### src/rtl/reg_file_pipe.sv
// reg_file_pipe: 2**ADDR_W x DATA_W register file, registered dual read with write forwarding, immediate port B, wide hi/lo write, sequenced bulk clear
module reg_file_pipe #(
  parameter int DATA_W  = 8,
  parameter int ADDR_W  = 4,
  parameter int HI_ADDR = 14,
  parameter int LO_ADDR = 15
) (
  input  logic              CLK_In,
  input  logic              RST_In,
  input  logic              rd_valid,
  input  logic [ADDR_W-1:0] Aaddr,
  input  logic [ADDR_W-1:0] Baddr,
  input  logic              imm_sel,
  input  logic              Write_Enable,
  input  logic [ADDR_W-1:0] Write_addr,
  input  logic [DATA_W-1:0] Write_data,
  input  logic              wide_we,
  input  logic [DATA_W-1:0] wide_hi,
  input  logic [DATA_W-1:0] wide_lo,
  input  logic              clr_req,
  output logic [DATA_W-1:0] OperandA,
  output logic [DATA_W-1:0] OperandB,
  output logic              op_valid,
  output logic              busy,
  output logic              clr_done,
  output logic              wr_drop
);
  localparam int DEPTH = 2 ** ADDR_W;
  localparam logic [ADDR_W-1:0] HI = ADDR_W'(HI_ADDR);
  localparam logic [ADDR_W-1:0] LO = ADDR_W'(LO_ADDR);
  typedef enum logic [1:0] {IDLE, CLEAR, DONE} state_t;
  state_t state, state_nxt;
  logic [ADDR_W-1:0] cnt, cnt_nxt;
  logic [DATA_W-1:0] regs [DEPTH];
  logic [DATA_W-1:0] nxt [DEPTH];
  logic [DATA_W-1:0] imm;
  logic idle, rd_ok;
  assign idle     = state == IDLE;
  assign busy     = state == CLEAR;
  assign clr_done = state == DONE;
  assign rd_ok    = idle & rd_valid;
  assign imm      = DATA_W'(Baddr);
  always_ff @(posedge CLK_In or posedge RST_In)
    if (RST_In) begin
      state <= IDLE;
      cnt   <= '0;
    end else begin
      state <= state_nxt;
      cnt   <= cnt_nxt;
    end
  always_comb begin
    state_nxt = idle && clr_req ? CLEAR :
                busy && &cnt    ? DONE  :
                clr_done        ? IDLE  : state;
    cnt_nxt   = idle && clr_req ? ADDR_W'(1) : busy ? cnt + 1'b1 : cnt;
  end
  always_comb begin
    nxt = regs;
    if (busy)
      nxt[cnt] = '0;
    else if (idle && wide_we) begin
      nxt[HI] = wide_hi;
      nxt[LO] = wide_lo;
    end else if (idle && Write_Enable)
      nxt[Write_addr] = Write_data;
    nxt[0] = '0;
  end
  always_ff @(posedge CLK_In or posedge RST_In)
    if (RST_In) begin
      regs     <= '{default: '0};
      OperandA <= '0;
      OperandB <= '0;
      op_valid <= 1'b0;
      wr_drop  <= 1'b0;
    end else begin
      regs     <= nxt;
      op_valid <= rd_ok;
      wr_drop  <= Write_Enable & (wide_we | ~idle);
      if (rd_ok) begin
        OperandA <= nxt[Aaddr];
        OperandB <= imm_sel ? imm : nxt[Baddr];
      end
    end
endmodule

### config.mk
export PLATFORM = sky130hd
export DESIGN_NAME = reg_file_pipe
export DESIGN_NICKNAME = d
export VERILOG_FILES = /design/src/rtl/reg_file_pipe.sv
export SDC_FILE = /design/constraint.sdc
export NUM_CORES = 1
export LEC_CHECK = 0
export BUFFER_PORTS_ARGS = -buffer_cell sky130_fd_sc_hd__buf_2
export CAP_MARGIN = 30
export CORE_ASPECT_RATIO = 0.7
export CORE_MARGIN = 8
export CORE_UTILIZATION = 60
export DETAILED_ROUTE_END_ITERATION = 6
export GPL_TIMING_DRIVEN = 0
export PLACE_DENSITY_LB_ADDON = 0.2
export SETUP_SLACK_MARGIN = 0.4
export SLEW_MARGIN = 10
export SYNTH_ARGS = -nofsm -noshare
export SYNTH_HDL_FRONTEND = slang
export SYNTH_SLANG_ARGS = --single-unit
### constraint.sdc
create_clock -name CLK_In -period 5.99 [get_ports CLK_In]
set_clock_uncertainty 0.15 [all_clocks]
set_input_delay 0.599 -clock CLK_In [delete_from_list [all_inputs] [get_ports CLK_In]]
set_output_delay 0.599 -clock CLK_In [all_outputs]
set_load 0.02 [all_outputs]
==> results.yml <==
final_layout:
  drive_gt1_frac: 0.166
  layout.cells.non_filler: 1140
  syn_to_final_growth_pct: 13.7
  fillCellCount: 1057
  antenna_cells: 0
  fin_nets: 985
timing:
  min_period_ps: 3810
  slew_headroom: 0.222
  worst_pin_slew_ps: 1140
  rsz0062_at_grt: "false"
  fin_crit_sh: 0.636
  final.setup.tns_ps: 0
  hold_viol: 0
  fmaxAchievable_ghz: 0.262
  maxSlewViolCount: 0
  setup_viol: 0
min_path:
  min_path_type: "input pin to asynchronous set/reset pin"
floorplan:
  io_pins: 63
  die_w_um: 159
  core_area_um2: 13900
  dieArea_um2: 18400
  start_util: 0.616
  row_count: 36
  die_h_um: 116
synth:
  synth_area_um2: 8570
  syn_nets: 914
  synth-seq-cells: 144
  synth_edf_count: 0
  yosysSeqAreaShare: 0.421
  async_reset_ff_frac: 1.00
  syn_area_per_cell_um2: 9.88
  yosysWarningCount: 0
  synthCells: 867
  synthFlopType: "dfrtp_1"
  synth_cell_type_count: 82
clock_network:
  clock_latency_ps: 440
  cts_hold_buf: 0
  clk_path_buf_depth: 2
  htree_num_levels: 4
  cts_resized: 0
  cts_tree: "done"
  cts_buffers: 17
  clkSinkCount: 144
  cts_setup_buffers: 0
  path_clk_slew_ps: 70
  cts-root-buf: "clkbuf_16"
power:
  leakagePower_nw: 4.30
  p_per_area_nw_per_um2: 387
  peakVddDrop_mv: 0.214
  finalPower_mw: 3.77
setup_path:
  crit_path_end_kind: "flop"
  worst-setup-path-type: "flop to flop"
  worstPathRequired_ps: 6120
  cp_max_fo: 10
  start_kind: "flop"
  cp.arrival_ps: 3940
placement:
  place_hpwl_um: 26400
  post-place-cells: 1108
  place.gp.congestion: 1.02
  io_buffers: 49
route:
  drt_iter0_markers: 1580
  drc_errors: 12
  drt_wl_total_um: 36000
  ant_nets: 0
  vias: 8862
  vias_per_cell: 7.77
  wl_per_cell_um: 31.5
  firstDrtPassIters: 7
global_route:
  grt_pass1_vias: 8616
  grt_usage: 0.389
  antenna_found_initial: 1
  grt-ovfl-total: 0
  grt_max_degree: 89
  grt_pass1_wl_um: 53500
run_status:
  violations: "design-rule violations"
  status: "finished with violations"
run:
  drv_cap: 0
[worst paths after layout]
kind                       slack, ps  startpoint          end  cells after the start
max in group asynchronous       4780      RST_In  OperandB[3]                      3
min in group CLK_In              230     clr_req     state[0]                      3
setup / recovery                2180    state[0]  OperandA[3]                     10
setup reg to reg                2180    state[0]  OperandA[3]                     10
hold / removal                    50      RST_In     regs[12]                      2
hold reg to reg                  360    regs[50]     regs[50]                      2
[power by group]
group / switching (mW) / leakage [nW] / total [mW] / internal (mW)
sequential: 0.103 / 1.97 / 1.28 / 1.18
clock: 0.453 / 0.317 / 1.20 / 0.750
combinational: 0.852 / 2.02 / 1.29 / 0.434
[per-stage QoR]
stage,setup slack [ps],hold WS (ps),area [um^2],util
after floorplan,1370,292,8570,-
after global placement,-123,309,9050,0.650
after detailed placement,2010,334,9090,0.653
after CTS,2370,89.1,9740,0.699
after global routing,2130,98.2,9740,0.700
final,2180,51.6,9740,0.700
[registers in the layout (all words and copies together) (netlist names)]
register and flops:
OperandA 8, wr_drop 1, cnt 4, state 2
OperandB 8, op_valid 1, regs 120
[cell type report]
class | count | area (um^2) | share of cell area
buffer | 76 | 320 | 0.0329
clock buffer | 18 | 439 | 0.0451
clock inverter | 13 | 208 | 0.0213
inverter | 34 | 133 | 0.0136
multi-input combinational | 613 | 4520 | 0.464
sequential | 144 | 3600 | 0.370
tap | 190 | 238 | 0.0244
timing repair buffer | 52 | 283 | 0.0290
[routing by layer]
layer  wire length [um]  track usage
met1              13400        0.498
met2              14100        0.543
met3               6500        0.191
met4               1860        0.185
met5                 15            0
[cells by family (layout without fill, tap and decap cells)]
| kind of cell | count (synthesis) | after routing | share of synthesized area |
|---|---|---|---|
| AOI/OAI and AO/OA | 314 | 314 | 0.281 |
| adders and majority gates | 4 | 4 | 0.00584 |
| buffers and inverters | 110 | 193 | 0.0523 |
| DFF | 144 | 144 | 0.421 |
| muxes | 50 | 50 | 0.0824 |
| and+or+nand+nor | 245 | 245 | 0.158 |
[cell usage after synthesis (all sizes together), types with 4 or more instances]
cell,number,area [um^2]
a21oi,43,215
mux4,15,338
a31oi,6,37.5
and2,17,106
nor2,57,241
dfrtp,144,3600
inv,32,120
nor4b,5,86.3
o211ai,16,120
o21ai,28,140
a22o,72,631
nand3,22,110
a2111oi,7,61.3
mux2i,21,210
and4bb,4,50.0
clkbuf,52,195
buf,24,125
nor3,15,75.1
a22oi,41,313
o2111ai,4,35.0
ha,4,50.1
a21o,4,30.0
a211o,4,35.0
a211oi,22,165
or2,5,33.8
and3,7,43.8
nand2b,12,75.1
nand2,67,251
o211a,5,50.1
a221oi,8,70.1
mux2,14,158
o21bai,8,60.1
a222oi,10,100
nor2b,11,68.8
[cells in the final DEF, fill, tap and decap left out, types with 8 or more instances in the layout]
master / count
a211oi_1: 22
a21oi_1: 43
a221oi_1: 8
a222oi_1: 10
a22o_1: 72
a22oi_1: 40
and2_1: 17
buf_2: 63
clkbuf_1: 52
clkbuf_16: 17
dfrtp_1: 144
inv_1: 31
mux2_2: 14
mux2i_1: 21
mux4_2: 15
nand2_1: 67
nand2b_1: 12
nand3_1: 22
nor2_1: 50
nor2b_1: 11
nor3_1: 15
o211ai_1: 16
o21ai_0: 28
o21bai_1: 8
[worst max-delay path, cell delays in order (launching register included)]
cell	delay [ps]
dfrtp_1	400
buf_4	190
buf_2	210
nor4b_4	380
a22oi_1	190
clkbuf_1	330
a22o_1	300
mux4_2	490
and2_1	170
o31ai_1	680
nand3_1	160
No activity file was read; power rests on OpenSTA's default activity.
